==> src/rtl/secure_init_sequencer_if.sv <==
// Bus bundle for the secure-init sequencer: mode/warm/start requests in,
// sequenced data word plus status/strobe/done/counter out.
interface secure_init_sequencer_if #(
    parameter int DATA_W     = 32,
    parameter int STROBE_CYC = 14
);
    localparam int CNT_W = $clog2(STROBE_CYC + 1);

    logic              secure_in;
    logic              warm_req;
    logic              start;
    logic [DATA_W-1:0] data_out;
    logic              secure_out;
    logic              status;
    logic              strobe;
    logic              done;
    logic [CNT_W-1:0]  cyc_cnt;

    modport master (
        output secure_in, warm_req, start,
        input  data_out, secure_out, status, strobe, done, cyc_cnt
    );

    modport slave (
        input  secure_in, warm_req, start,
        output data_out, secure_out, status, strobe, done, cyc_cnt
    );
endinterface

==> src/rtl/secure_init_sequencer.sv <==
// Sequences the secure-init datapath after reset: busy flag, strobe, fill.
// Ports: clk, rst (sync active-high), bus (slave): secure_in, warm_req,
// start in; data_out, secure_out, status, strobe, done, cyc_cnt out.
module secure_init_sequencer #(
    parameter int                DATA_W     = 32,
    parameter int                STATUS_CYC = 9,
    parameter int                STROBE_CYC = 14,
    parameter logic [DATA_W-1:0] FILL_VAL   = 'hFF
) (
    input logic                   clk,
    input logic                   rst,
    secure_init_sequencer_if.slave bus
);
    localparam int CNT_W = $clog2(STROBE_CYC + 1);
    localparam logic [CNT_W-1:0] C_STATUS = CNT_W'(STATUS_CYC);
    localparam logic [CNT_W-1:0] C_STROBE = CNT_W'(STROBE_CYC);

    typedef enum logic [1:0] {
        S_COUNT,
        S_STROBE,
        S_DONE,
        S_WARM
    } state_t;

    state_t            r_state, w_state;
    state_t            r_ret, w_ret;
    logic [CNT_W-1:0]  r_cnt, w_cnt;
    logic [DATA_W-1:0] r_data, w_data;
    logic [DATA_W-1:0] r_shadow, w_shadow;
    logic              r_sec, w_sec;
    logic              r_first, w_first;
    logic              r_status, w_status;
    logic              r_strobe, w_strobe;
    logic              r_done, w_done;

    always_ff @(posedge clk) begin
        if (rst) begin
            r_state  <= S_COUNT;
            r_ret    <= S_COUNT;
            r_cnt    <= '0;
            r_data   <= '0;
            r_shadow <= '0;
            r_sec    <= 1'b0;
            r_first  <= 1'b1;
            r_status <= 1'b1;
            r_strobe <= 1'b0;
            r_done   <= 1'b0;
        end else begin
            r_state  <= w_state;
            r_ret    <= w_ret;
            r_cnt    <= w_cnt;
            r_data   <= w_data;
            r_shadow <= w_shadow;
            r_sec    <= w_sec;
            r_first  <= w_first;
            r_status <= w_status;
            r_strobe <= w_strobe;
            r_done   <= w_done;
        end
    end

    // Mode seen by this edge's fill: on the sampling edge it is secure_in.
    logic w_sec_eff;

    always_comb begin
        w_state   = r_state;
        w_ret     = r_ret;
        w_cnt     = r_cnt;
        w_data    = r_data;
        w_shadow  = r_shadow;
        w_sec     = r_sec;
        w_first   = r_first;
        w_status  = r_status;
        w_strobe  = r_strobe;
        w_done    = r_done;
        w_sec_eff = r_first ? bus.secure_in : r_sec;

        if (r_state != S_WARM && bus.warm_req) begin
            // Warm entry freezes progress; a strobe in flight ends at DONE.
            w_shadow = r_data;
            w_data   = '0;
            w_strobe = 1'b0;
            w_ret    = (r_state == S_STROBE) ? S_DONE : r_state;
            w_state  = S_WARM;
        end else begin
            unique case (r_state)
                S_COUNT: begin
                    w_cnt = r_cnt + 1'b1;
                    if (r_first) begin
                        w_sec   = bus.secure_in;
                        w_first = 1'b0;
                    end
                    if (w_cnt == C_STATUS) begin
                        w_status = 1'b0;
                        if (!w_sec_eff) w_data = FILL_VAL;
                    end
                    if (w_cnt == C_STROBE) begin
                        w_strobe = 1'b1;
                        if (w_sec_eff) w_data = FILL_VAL;
                        w_state = S_STROBE;
                    end
                end
                S_STROBE: begin
                    w_strobe = 1'b0;
                    w_done   = 1'b1;
                    w_state  = S_DONE;
                end
                S_DONE: begin
                    if (bus.start) begin
                        w_cnt    = '0;
                        w_status = 1'b1;
                        w_done   = 1'b0;
                        w_first  = 1'b1;
                        w_state  = S_COUNT;
                    end
                end
                S_WARM: begin
                    if (!bus.warm_req) begin
                        // Secure contents are never restored after a warm reset.
                        w_data  = r_sec ? '0 : r_shadow;
                        w_state = r_ret;
                        if (r_ret == S_DONE) w_done = 1'b1;
                    end
                end
                default: w_state = S_COUNT;
            endcase
        end
    end

    assign bus.data_out   = r_data;
    assign bus.secure_out = r_sec;
    assign bus.status     = r_status;
    assign bus.strobe     = r_strobe;
    assign bus.done       = r_done;
    assign bus.cyc_cnt    = r_cnt;
endmodule

==> src/flat_wrapper.sv <==
// flat-port wrapper written by rule: the top's interface ports become plain ports
module secure_init_sequencer_flat 
#(
    parameter int                DATA_W     = 32,
    parameter int                STATUS_CYC = 9,
    parameter int                STROBE_CYC = 14,
    parameter logic [DATA_W-1:0] FILL_VAL   = 'hFF
)
  (clk, rst, bus_secure_in, bus_warm_req, bus_start, bus_data_out, bus_secure_out, bus_status, bus_strobe, bus_done, bus_cyc_cnt);
  secure_init_sequencer_if #(.DATA_W(DATA_W), .STROBE_CYC(STROBE_CYC)) bus_i ();
  input logic clk;
  input logic rst;
  input wire logic [$bits(bus_i.secure_in)-1:0] bus_secure_in;
  input wire logic [$bits(bus_i.warm_req)-1:0] bus_warm_req;
  input wire logic [$bits(bus_i.start)-1:0] bus_start;
  output wire logic [$bits(bus_i.data_out)-1:0] bus_data_out;
  output wire logic [$bits(bus_i.secure_out)-1:0] bus_secure_out;
  output wire logic [$bits(bus_i.status)-1:0] bus_status;
  output wire logic [$bits(bus_i.strobe)-1:0] bus_strobe;
  output wire logic [$bits(bus_i.done)-1:0] bus_done;
  output wire logic [$bits(bus_i.cyc_cnt)-1:0] bus_cyc_cnt;
  assign bus_i.secure_in = bus_secure_in;
  assign bus_i.warm_req = bus_warm_req;
  assign bus_i.start = bus_start;
  assign bus_data_out = bus_i.data_out;
  assign bus_secure_out = bus_i.secure_out;
  assign bus_status = bus_i.status;
  assign bus_strobe = bus_i.strobe;
  assign bus_done = bus_i.done;
  assign bus_cyc_cnt = bus_i.cyc_cnt;
  secure_init_sequencer #(.DATA_W(DATA_W), .STATUS_CYC(STATUS_CYC), .STROBE_CYC(STROBE_CYC), .FILL_VAL(FILL_VAL)) u_core (.clk(clk), .rst(rst), .bus(bus_i));
endmodule
==> config.mk <==
export PLATFORM = sky130hd
export DESIGN_NAME = secure_init_sequencer_flat
export DESIGN_NICKNAME = d
export VERILOG_FILES = /design/src/rtl/secure_init_sequencer_if.sv /design/src/rtl/secure_init_sequencer.sv /design/src/flat_wrapper.sv
export SDC_FILE = /design/constraint.sdc
export NUM_CORES = 1
export LEC_CHECK = 0
export BUFFER_PORTS_ARGS = -buffer_cell sky130_fd_sc_hd__buf_2
export CORE_ASPECT_RATIO = 0.8
export CORE_MARGIN = 3
export CORE_UTILIZATION = 50
export DETAILED_ROUTE_END_ITERATION = 8
export GPL_TIMING_DRIVEN = 0
export PLACE_DENSITY = 0.8
export SLEW_MARGIN = 20
export SYNTH_ARGS = -nofsm -noshare
export SYNTH_HDL_FRONTEND = slang
export SYNTH_SLANG_ARGS = --single-unit
==> constraint.sdc <==
create_clock -name clk -period 1.75 [get_ports clk]
set_input_delay 0.35 -clock clk [delete_from_list [all_inputs] [get_ports clk]]
set_output_delay 0.35 -clock clk [all_outputs]
set_load 0.01 [all_outputs]
==> summary.md, run 1 <==
| Metric | Value |
|---|---|
| Status | `finished with violations` |
| Failing checks | `negative setup slack` |
| Layout cells sized above 1 | `0.228` |
| Pre-antenna DRT Iters | `4` |
| Hold WC Path Type | `in2reg` |
| Syn_nets | `329` |
| Crit path top cell by count | `buf_6` |
| Peak supply drop | `527 uV` |
| Number of inserted diodes | `0` |
| Synth warn | `0` |
| Gr usage total | `0.205` |
| Total grt overflow | `0` |
| Chip width | `91.0 um` |
| Worst EP arrival | `2.11 ns` |
| Worst hold margin | `0.300 ns` |
| Max-cap violations | `0` |
| Mean Syn Cell Area | `9.01 sq um` |
| Synth unique cells | `35` |
| Min Tclk post-route | `1.81 ns` |
| Area fraction of the dominant cell type after synthesis | `0.533` |
| Area Growth Syn to Fin | `22.8%` |
| Initial core utilization | `0.523` |
| Final Hold Viols | `0` |
| Num CTS Buffers | `9` |
| Critical Path Sink Type | `register` |
| Post-synthesis mux area share | `0.00346` |
| Nets | `391` |
| Critical Path Fanout Max | `7` |
| RSZ-0062 raised after global routing | `true` |
| Place WS | `-0.226 ns` |
| EDFF count, synth | `0` |
| Setup TNS | `-1.08 ns` |
| # DRC | `0` |
| Top area cells in the synthesized netlist | `dfxtp_1 53%, nand2_1 10%, a21oi_1 8.7%` |
| Antenna viol nets, final | `0` |
| H-Tree Depth | `3` |
| Setup CP Type | `reg2reg` |
| Hpwl dp | `4280 um` |
| Final setup vio count | `24` |
| Worst hold stages | `2` |
| First-pass GRT wire length | `11000 um` |
| Post-Route WL | `6640 um` |
| WL/cell | `14.3 um` |
| Largest family of logic cells by synthesized area | `compound AO/OA/AOI/OAI gates` |
| CTS root buf | `clkbuf_8` |
| CTS Buffer Depth | `2` |
| Worst-Skew Late Latency | `0.35 ns` |
| Headroom to the max-slew limit | `0.533` |
| Setup ws final | `-0.0632 ns` |
| RR Startpoint | `u_core.bus.cyc_cnt[0]` |
| CORE AREA | `0.00553 sq mm` |
| Synth async-reset ratio | `0` |
| CP cell instances | `ha_4 > and2b_1 > a21oi_2 > o21ai_2 > a311oi_4 > buf_6 > buf_6 > a22o_1` |
| Clock skew | `0.00648 ns` |
| Leak | `1.39 nW` |
| IO Pins | `45` |
| Least-Margin Pin Slew | `0.695 ns` |
| Adder-cell share of the synthesized area | `0.0130` |
| Die area | `0.00674 sq mm` |
| Reg clk slew, reported paths | `0.08 ns` |
| Max Freq | `0.551 GHz` |
| Post-Syn Area | `0.00289 sq mm` |
| Routed vias | `2520` |
| Initial antenna violation count | `0` |
| CP max-delay cell | `dfxtp_4` |
| Buffers on Ports | `42` |
| Sink Count | `77` |
| Reg2reg setup slack | `-0.06 ns` |
| Simple-Gate Fraction of Synth Area | `0.171` |
| Post-Synth XOR/XNOR Area | `0` |
| Sequential share of the synthesized area | `0.533` |
| Hold Path End | `u_core.r_ret[1]` |
| Leading area contributor after synthesis | `dfxtp_1` |
| Post-synthesis register bit count | `77` |
| Drt first-iter violations | `142` |
| Main flop type after synthesis | `dfxtp_1` |
| Post-DR vias/cell | `5.43` |
| Row count | `24` |
| CTS tree | `done` |
| Fill cells | `487` |
| Critical path data required time | `2.05 ns` |
| Final GP Congestion | `0.842` |
| Fin crit share | `1.04` |
| Final Slew Violations | `0` |
| Die Ht | `74.0 um` |
| Compound-cell area share of the yosys netlist | `0.235` |
| Min-delay src | `bus_warm_req` |
| Power Density | `958 mW/mm^2` |
| CP peak stage delay | `0.39 ns` |
| Pin count of the biggest net entering global routing | `13` |
| Post-Syn Instances | `321` |
| Most frequent cell after synthesis | `nand2_1` |
| Most frequent cells after synthesis | `79 x nand2_1, 77 x dfxtp_1, 50 x a21oi_1` |
| Vias in the first global route | `2347` |
| Worst flop-to-flop path endpoint | `u_core.bus.data_out[26]` |
| FF-to-FF path depth | `8` |
| Worst setup SP type | `register` |
-- how the worst max path moves through the flow --
stage               slack [ns]                 endpoint  cells after the start                   from
floorplan                 0.01  u_core.bus.data_out[10]                      7  u_core.bus.cyc_cnt[0]
global placement         -0.20  u_core.bus.data_out[21]                      7  u_core.bus.cyc_cnt[0]
detailed placement       -0.23  u_core.bus.data_out[26]                      7  u_core.bus.cyc_cnt[0]
CTS                      -0.04  u_core.bus.data_out[26]                      8  u_core.bus.cyc_cnt[1]
global route             -0.14  u_core.bus.data_out[26]                      8  u_core.bus.cyc_cnt[0]
finish                   -0.06  u_core.bus.data_out[26]                      8  u_core.bus.cyc_cnt[0]
-- registers in the layout (all words and copies together) (netlist names) --
signal                 cells
u_core.bus.cyc_cnt         4
u_core.bus.data_out       32
u_core.bus.done            1
u_core.bus.secure_out      1
u_core.bus.status          1
u_core.bus.strobe          1
u_core.r_first             1
u_core.r_ret               2
u_core.r_shadow           32
u_core.r_state             2
-- logic make-up (layout without fill, tap and decap cells) --
kind of cell    Yosys count  count (layout)
fa+ha+maj                 3               3
compound gates          100             100
buf+inv                  28              93
flops                    77              77
simple gates            112             112
mux                       1               1
-- metrics by stage --
stage	total power [mW]	cells	area, sq um	util
2_1_floorplan	2.00	321	2920	-
3_3_place_gp	2.06	441	3230	0.584
3_5_place_dp	2.06	441	3230	0.584
4_1_cts	3.42	463	3530	0.640
5_1_grt	3.53	464	3550	0.642
6_report	3.40	464	3550	0.642
-- report_power, final --
group / internal [mW] / switching, mW
combinational: 0.0976 / 0.181
clock: 0.725 / 0.606
sequential: 1.77 / 0.0181
total: 2.60 / 0.806
-- final cells by class --
type / instances / area (sq um) / area share
plain buffers: 22 / 114 / 0.0321
well taps: 78 / 97.6 / 0.0275
inverters: 6 / 22.5 / 0.00634
flip-flops and latches: 77 / 1550 / 0.436
clock inverters: 4 / 46.3 / 0.0130
clock buffers: 10 / 149 / 0.0419
multi-input cells: 216 / 1270 / 0.358
repair buffers: 51 / 302 / 0.0849
-- repair_timing --
action,4_1_cts,5_1_grt
setup buffers,6,1
hold buffers,0,0
gates cloned,2,0
pin swaps,8,8
hold endpoints to repair,0,0
setup endpoints to repair,24,63
gates resized for setup,11,5
-- layer usage --
layer  global-route usage  vias to the layer above  share of wire
met3               0.0708                       14          0.068
met4               0.0803                        0          0.018
met2                0.316                       71           0.44
li1                     -                     1246              -
met1                0.268                     1189           0.47
met5                    0                        -              0
-- cells in the final DEF (no fill, tap or decap), types with 2 or more instances in the layout --
| master | Yosys | final |
|---|---|---|
| nand2_1 | 79 | 79 |
| dfxtp_1 | 77 | 75 |
| a21oi_1 | 50 | 46 |
| buf_2 | 5 | 45 |
| a22o_1 | 24 | 24 |
| clkbuf_1 | 14 | 13 |
| nor2_1 | 11 | 11 |
| clkbuf_8 | 0 | 9 |
| nor3b_1 | 8 | 8 |
| o32ai_1 | 8 | 8 |
| buf_4 | 0 | 7 |
| inv_1 | 6 | 5 |
| o21ai_0 | 5 | 5 |
| a211oi_1 | 4 | 4 |
| a21oi_2 | 0 | 3 |
| buf_6 | 2 | 3 |
| nand2b_1 | 2 | 2 |
| and2b_1 | 2 | 2 |
| nor2b_1 | 2 | 2 |
| nand3_1 | 2 | 2 |
| buf_1 | 1 | 2 |
| clkinv_2 | 0 | 2 |
| dfxtp_4 | 0 | 2 |
-- worst max-delay path: cells and delay by family (launching register included) --
family | cells | cell delay [ns]
AOI/OAI and AO/OA | 4 | 0.67
DFF | 1 | 0.39
buffers and inverters | 2 | 0.32
and+or+nand+nor | 1 | 0.19
adders and majority gates | 1 | 0.18
Note: power is estimated with default switching activity, not from simulation.
==> run 2: changes to the inputs <==
--- a/config.mk
+++ b/config.mk
@@ -6,12 +6,12 @@
 export NUM_CORES = 1
 export LEC_CHECK = 0
 export BUFFER_PORTS_ARGS = -buffer_cell sky130_fd_sc_hd__buf_2
-export CORE_ASPECT_RATIO = 0.8
+export CORE_ASPECT_RATIO = 1.1
 export CORE_MARGIN = 3
-export CORE_UTILIZATION = 50
+export CORE_UTILIZATION = 55
 export DETAILED_ROUTE_END_ITERATION = 8
 export GPL_TIMING_DRIVEN = 0
-export PLACE_DENSITY = 0.8
+export PLACE_DENSITY = 0.84
 export SLEW_MARGIN = 20
 export SYNTH_ARGS = -nofsm -noshare
 export SYNTH_HDL_FRONTEND = slang
==> constraint.sdc (replaced) <==
create_clock -name clk -period 1.7 [get_ports clk]
set_input_delay 0.34 -clock clk [delete_from_list [all_inputs] [get_ports clk]]
set_output_delay 0.34 -clock clk [all_outputs]
set_load 0.01 [all_outputs]
==> summary.md, run 2 (synthesis results as in run 1) <==
| Metric | Value |
|---|---|
| Fill cells | `361 (-26%)` |
| Final Slew Violations | `0 (unchanged)` |
| Hpwl dp | `4190 um (-2.1%)` |
| Final setup vio count | `24 (unchanged)` |
| Sink Count | `77 (unchanged)` |
| Peak supply drop | `547 uV (+3.8%)` |
| Post-Route WL | `6780 um (+2.2%)` |
| Row count | `27 (+13%)` |
| Buffers on Ports | `42 (unchanged)` |
| CTS tree | `done` |
| Setup CP Type | `reg2reg` |
| Crit-path leading delay family | `compound AO/OA/AOI/OAI gates` |
| Max-cap violations | `0 (unchanged)` |
| Worst hold margin | `0.269 ns (-0.0306 ns)` |
| CP cell instances | `ha_4 > and2_4 > a21oi_4 > o211ai_2 > a311oi_4 > buf_6 > buf_6 > a22o_1` |
| Pre-antenna DRT Iters | `4 (unchanged)` |
| Antenna viol nets, final | `0 (unchanged)` |
| Final Hold Viols | `0 (unchanged)` |
| Min-delay src | `bus_warm_req` |
| Initial core utilization | `0.574 (+0.0511)` |
| Clock Power Share | `0.422 (+0.031)` |
| Switching power | `921 uW (+14%)` |
| # DRC | `0 (unchanged)` |
| Layout cells sized above 1 | `0.249 (+0.0207)` |
| RR Startpoint | `u_core.bus.cyc_cnt[1]` |
| Die Ht | `82.0 um (+11%)` |
| Worst setup SP type | `register` |
| WL/cell | `15.3 um (+6.8%)` |
| Nets | `389 (-0.51%)` |
| CORE AREA | `0.00503 sq mm (-8.9%)` |
| Gr usage total | `0.225 (+0.0199)` |
| IO Pins | `45 (unchanged)` |
| Layout Utilization | `0.710 (+0.0675)` |
| Routed vias | `2521 (+0.040%)` |
| Headroom to the max-slew limit | `0.473 (-0.0595)` |
| Least-Margin Pin Slew | `0.784 ns (+0.0886 ns)` |
| Hold WC Path Type | `in2reg` |
| Num CTS Buffers | `9 (unchanged)` |
| Worst EP arrival | `2.11 ns (about the same)` |
| Status | `finished with violations` |
| Area Growth Syn to Fin | `23.6%` |
| Fin crit share | `1.06 (+0.0267)` |
| P_int | `2.76 mW (+6.3%)` |
| Worst flop-to-flop path endpoint | `u_core.bus.data_out[8]` |
| Chip width | `75.1 um (-17%)` |
| Hold Path End | `u_core.r_ret[1]` |
| Total power | `3.68 mW (+8.2%)` |
| Reg2reg setup slack | `-0.11 ns (-0.04 ns)` |
| Post-DR vias/cell | `5.68 (+4.5%)` |
| Logic pwr share | `0.076 (-0.006)` |
| Max Freq | `0.553 GHz (+0.36%)` |
| Critical Path Sink Type | `register` |
| Clock skew | `0.00776 ns (+0.00128 ns)` |
| Final GP Congestion | `0.858 (+1.8%)` |
| CTS Buffer Depth | `2 (unchanged)` |
| Worst hold stages | `2 (unchanged)` |
| Setup TNS | `-1.95 ns (-0.868 ns)` |
| Vias in the first global route | `2286 (-2.6%)` |
| Crit path top cell by count | `buf_6` |
| CTS root buf | `clkbuf_8` |
| Drt first-iter violations | `180 (+27%)` |
| Pin count of the biggest net entering global routing | `15 (+2)` |
| Worst-Skew Late Latency | `0.36 ns (about the same)` |
| RSZ-0062 raised after global routing | `true` |
| Most frequent cells in the layout | `77 x nand2_1, 75 x dfxtp_1, 46 x a21oi_1, 45 x buf_2, 24 x a22o_1` |
| Min Tclk post-route | `1.81 ns (-0.00646 ns)` |
| Power Density | `1030 mW/mm^2 (+7.5%)` |
| Reg clk slew, reported paths | `0.08 ns (about the same)` |
| FF-to-FF path depth | `8 (unchanged)` |
| Critical Path Fanout Max | `7 (unchanged)` |
| CP peak stage delay | `0.38 ns (about the same)` |
| Place WS | `-0.209 ns (+0.0170 ns)` |
| Leak | `1.40 nW (+0.79%)` |
| Seq pwr share | `0.501 (-0.026)` |
| CTS Hold Bufs | `0 (unchanged)` |
| Initial antenna violation count | `0 (unchanged)` |
| CP Buf/Inv Count | `2 (unchanged)` |
| Setup ws final | `-0.107 ns (-0.0435 ns)` |
| Critical path data required time | `2.00 ns (-0.05 ns)` |
| H-Tree Depth | `3 (unchanged)` |
| First-pass GRT wire length | `10500 um (-4.0%)` |
| Die area | `0.00616 sq mm (-8.5%)` |
| Commonest non-fill, non-tap cell in the layout | `nand2_1` |
| Failing checks | `negative setup slack` |
| Number of inserted diodes | `0 (unchanged)` |
| Switching Fraction | `0.250 (+0.0135)` |
| Total grt overflow | `0 (unchanged)` |
| CP max-delay cell | `dfxtp_4` |
## run 2: changes by cell type in the layout (fill, tap and decap cells not counted), sizes merged
cell / previous run / this run
buf: 59 / 56
clkinv: 2 / 4
bufinv: 1 / 2
## run 2: per-layer routing
metal  up-vias  track usage  wire (um)
met5         -            0          0
met4         0       0.0997        164
met3        14       0.0526        332
met2        72        0.372       3330
met1      1195        0.275       2960
li1       1240            -          -
## run 2: worst max-delay path by stage
stage	slack, ns	cells past startpoint	from	end
after floorplan	-0.02	8	u_core.bus.cyc_cnt[1]	u_core.bus.data_out[10]
after global placement	-0.19	7	u_core.bus.cyc_cnt[0]	u_core.bus.data_out[26]
after detailed placement	-0.21	7	u_core.bus.cyc_cnt[0]	u_core.bus.data_out[10]
after CTS	-0.05	8	u_core.bus.cyc_cnt[1]	u_core.bus.data_out[28]
after global routing	-0.15	8	u_core.bus.cyc_cnt[1]	u_core.bus.data_out[8]
final	-0.11	8	u_core.bus.cyc_cnt[1]	u_core.bus.data_out[8]
## run 2: timing repair
action,4_1_cts,5_1_grt
endpoints found under the hold margin,0,0
buffers inserted,4,1
gates cloned,1,1
pin swaps,6,1
resized for setup,11,12
setup endpoints to repair,24,50
## run 2: final cells by class
cell class	instances	area, sq um	share of cell area
inverters	6	22.5	0.00630
repair buffers	49	295	0.0826
plain buffers	22	115	0.0322
clock buffers	9	124	0.0347
well taps	58	72.6	0.0203
multi-input cells	216	1300	0.363
clock inverters	7	98.8	0.0277
flip-flops and latches	77	1550	0.433
## run 2: per-stage QoR
stage,std cells,area (sq um)
6_report,444,3570
5_1_grt,444,3570
4_1_cts,442,3520
3_5_place_dp,421,3210
3_3_place_gp,421,3210
2_1_floorplan,321,2930
## run 2: power by group through the flow
stage	registers [mW]	logic (mW)	clock network, mW
after detailed placement	1.89	0.237	0
after global placement	1.89	0.235	0
after floorplan	1.89	0.166	0
final	1.84	0.281	1.55
after global routing	1.85	0.306	1.64
after CTS	1.84	0.262	1.55
==> run 3: changes to the inputs <==
--- a/config.mk
+++ b/config.mk
@@ -5,10 +5,10 @@
 export SDC_FILE = /design/constraint.sdc
 export NUM_CORES = 1
 export LEC_CHECK = 0
+export ABC_AREA = 1
 export BUFFER_PORTS_ARGS = -buffer_cell sky130_fd_sc_hd__buf_2
 export CORE_ASPECT_RATIO = 1.1
-export CORE_MARGIN = 3
-export CORE_UTILIZATION = 55
+export CORE_UTILIZATION = 56
 export DETAILED_ROUTE_END_ITERATION = 8
 export GPL_TIMING_DRIVEN = 0
 export PLACE_DENSITY = 0.84
==> summary.md, run 3 <==
| Metric | Value |
|---|---|
| Post-synthesis register bit count | `77 (unchanged)` |
| Sequential share of the synthesized area | `0.491 (-0.0423)` |
| Postcts setup bufs | `0 (-4)` |
| CORE AREA | `0.00540 sq mm (+7.2%)` |
| Post-Route WL | `6790 um (+0.16%)` |
| Max-cap violations | `0 (unchanged)` |
| Sink Count | `77 (unchanged)` |
| Setup TNS | `0 ns (+1.95 ns)` |
| Worst EP arrival | `1.82 ns (-0.29 ns)` |
| Row count | `28 (+3.7%)` |
| Area fraction of the dominant cell type after synthesis | `0.491 (-0.0423)` |
| Final GP Congestion | `0.813 (-5.2%)` |
| Least-Margin Pin Slew | `0.482 ns (-0.302 ns)` |
| CP peak stage delay | `0.39 ns (about the same)` |
| FF-to-FF path depth | `11 (+3)` |
| Layout cells sized above 1 | `0.294 (+0.0454)` |
| Die Ht | `80.5 um (-1.8%)` |
| CTS Buffer Depth | `2 (unchanged)` |
| Status | `completed` |
| Synth warn | `0 (unchanged)` |
| Final Slew Violations | `0 (unchanged)` |
| Post-DR vias/cell | `5.15 (-9.3%)` |
| Num CTS Buffers | `9 (unchanged)` |
| Drt first-iter violations | `158 (-12%)` |
| Power Density | `1050 mW/mm^2 (+2.0%)` |
| Initial core utilization | `0.582 (+0.00765)` |
| Main flop type after synthesis | `dfxtp_1` |
| EDFF count, synth | `0 (unchanged)` |
| Max Freq | `0.631 GHz (+14%)` |
| Buffers on Ports | `44 (+4.8%)` |
| Most frequent cells in the layout | `75 x dfxtp_1, 74 x nor2_1, 69 x nand2_1, 53 x buf_2, 39 x o21ai_0` |
| Leading area contributor after synthesis | `dfxtp_1` |
| Antenna viol nets, final | `0 (unchanged)` |
| Final setup vio count | `0 (-100%)` |
| Post-Syn Area | `0.00314 sq mm (+8.6%)` |
| Top area cells in the synthesized netlist | `dfxtp_1 49%, nor2_1 8.8%, nand2_1 8.2%` |
| CTS root buf | `clkbuf_8` |
| Sequential cell area | `0.00155 sq mm (-0.16%)` |
| CP max-delay cell | `dfxtp_4` |
| Worst flop-to-flop path endpoint | `u_core.bus.data_out[13]` |
| Critical Path Fanout Max | `10 (+3)` |
| Post-Syn Instances | `382 (+19%)` |
| Setup CP Type | `reg2reg` |
| Min-delay src | `rst` |
| H-Tree Depth | `3 (unchanged)` |
| Headroom to the max-slew limit | `0.678 (+0.204)` |
| Peak supply drop | `685 uV (+25%)` |
| Multi-input gate area | `0.00139 sq mm (+7.3%)` |
| Syn_nets | `390 (+19%)` |
| Chip width | `73.4 um (-2.3%)` |
| Vias in the first global route | `2453 (+7.3%)` |
| CP cell instances | `ha_2 > inv_1 > nand2_1 > nand2_1 > nor2_2 > nand2_2 > nand2_2 > nand3_4 > buf_8 > nand3_2 > a21oi_2` |
| Pre-antenna DRT Iters | `4 (unchanged)` |
| Area Growth Syn to Fin | `16.9%` |
| Fin crit share | `0.932 (-0.131)` |
| Hold Path End | `u_core.bus.cyc_cnt[1]` |
| Number of inserted diodes | `0 (unchanged)` |
| First-pass GRT wire length | `11200 um (+6.3%)` |
| Nets | `445 (+14%)` |
| CTS tree | `done` |
| Commonest non-fill, non-tap cell in the layout | `dfxtp_1` |
| WL/cell | `13.1 um (-14%)` |
| Die area | `0.00591 sq mm (-4.1%)` |
| Initial antenna violation count | `0 (unchanged)` |
| Synth async-reset ratio | `0 (unchanged)` |
| Worst-Skew Late Latency | `0.35 ns (about the same)` |
| Hpwl dp | `4490 um (+7.1%)` |
| Stages on the worst setup path | `11 (+3)` |
| Mean Syn Cell Area | `8.22 sq um (-8.7%)` |
| Worst hold stages | `2 (unchanged)` |
| Critical Path Sink Type | `register` |
| Clock skew | `0.00879 ns (+0.00103 ns)` |
| # DRC | `0 (unchanged)` |
| RR Startpoint | `u_core.bus.cyc_cnt[0]` |
| Crit-path leading delay family | `simple AND/OR/NAND/NOR gates` |
| CP startpoint | `u_core.bus.cyc_cnt[0]` |
| Hold WC Path Type | `in2reg` |
| Critical path data required time | `1.94 ns (-0.06 ns)` |
| Gr usage total | `0.250 (+0.0250)` |
| Pin count of the biggest net entering global routing | `13 (-2)` |
| Fill cells | `471 (+30%)` |
| Total grt overflow | `0 (unchanged)` |
| Reg2reg setup slack | `0.12 ns (+0.22 ns)` |
| Worst setup SP type | `register` |
| CP Buf/Inv Count | `2 (unchanged)` |
| IO Pins | `45 (unchanged)` |
| Most frequent cell after synthesis | `dfxtp_1` |
| Reg clk slew, reported paths | `0.08 ns (about the same)` |
| Final Hold Viols | `0 (unchanged)` |
| Min Tclk post-route | `1.58 ns (-0.222 ns)` |
| Layout Utilization | `0.681 (-0.0293)` |
| Leak | `1.48 nW (+5.9%)` |
| Synth unique cells | `25 (-29%)` |
| Most frequent cells after synthesis | `77 x dfxtp_1, 74 x nor2_1, 69 x nand2_1` |
| Routed vias | `2663 (+5.6%)` |
## run 3: cell types whose count changed after synthesis, moves of 21 or more
cell	delta
a21oi_1	-40
a22o_1	-24
o21ai_0	+34
nand3_2	+21
a21oi_2	+22
nor2_1	+63
## run 3: worst max-delay path by stage
stage,slack (ns),endpoint
2_1_floorplan,0.15,u_core.bus.data_out[10]
3_3_place_gp,0.03,u_core.bus.data_out[9]
3_5_place_dp,-0.01,u_core.bus.data_out[14]
4_1_cts,0.06,u_core.bus.data_out[13]
5_1_grt,-0.005,u_core.bus.data_out[13]
6_report,0.12,u_core.bus.data_out[13]
## run 3: kinds of logic after synthesis
logic type,Yosys count,synth area share
and+or+nand+nor,179,0.270
buffers and inverters,42,0.0669
DFF,77,0.491
adders and majority gates,3,0.0120
AOI/OAI and AO/OA,81,0.160
## run 3: worst register-to-register path, stage by stage, from the launching register on
cell,delay (ns)
dfxtp_4,0.39
ha_2,0.20
inv_1,0.05
nand2_1,0.05
nand2_1,0.06
nor2_2,0.10
nand2_2,0.09
nand2_2,0.08
nand3_4,0.13
buf_8,0.19
nand3_2,0.07
a21oi_2,0.05
## run 3: repair_timing
item / in CTS / in global routing
setup endpoints to repair: 16 / 30
hold buffers: 0 / 0
resized for setup: 1 / 3
## run 3: report_power, final
group          total [mW]  leakage, nW  switching (mW)  internal (mW)
clock network        1.44        0.112           0.652          0.791
logic               0.456        0.743           0.307          0.149
registers            1.96        0.629          0.0630           1.90
## run 3: final cells by class
cell class | count | area share
Sequential cell | 77 | 0.421
Multi-Input combinational cell | 263 | 0.379
Inverter | 21 | 0.0215
Clock buffer | 12 | 0.0450
Buffer | 21 | 0.0358
Clock inverter | 4 | 0.0123
Timing Repair Buffer | 44 | 0.0600
Tap cell | 75 | 0.0256
## run 3: layer usage
layer | routed length (um) | vias up | GRT usage | part of all wire
met5 | 0 | - | 0 | 0
met4 | 146 | 0 | 0.127 | 0.021
met3 | 262 | 13 | 0.0414 | 0.039
met2 | 3230 | 59 | 0.405 | 0.48
met1 | 3150 | 1241 | 0.318 | 0.46
li1 | - | 1350 | - | -
## run 3: stage by stage
stage | hold WS (ns) | setup WS [ns] | area [sq um] | std cells | power, mW
after global routing | 0.253 | -0.00526 | 3670 | 517 | 4.01
after global placement | 0.433 | 0.0339 | 3450 | 501 | 2.43
final | 0.233 | 0.115 | 3670 | 517 | 3.86
after floorplan | 0.409 | 0.152 | 3140 | 382 | 2.32
after detailed placement | 0.435 | -0.0140 | 3450 | 501 | 2.45
after CTS | 0.232 | 0.0562 | 3670 | 517 | 3.86
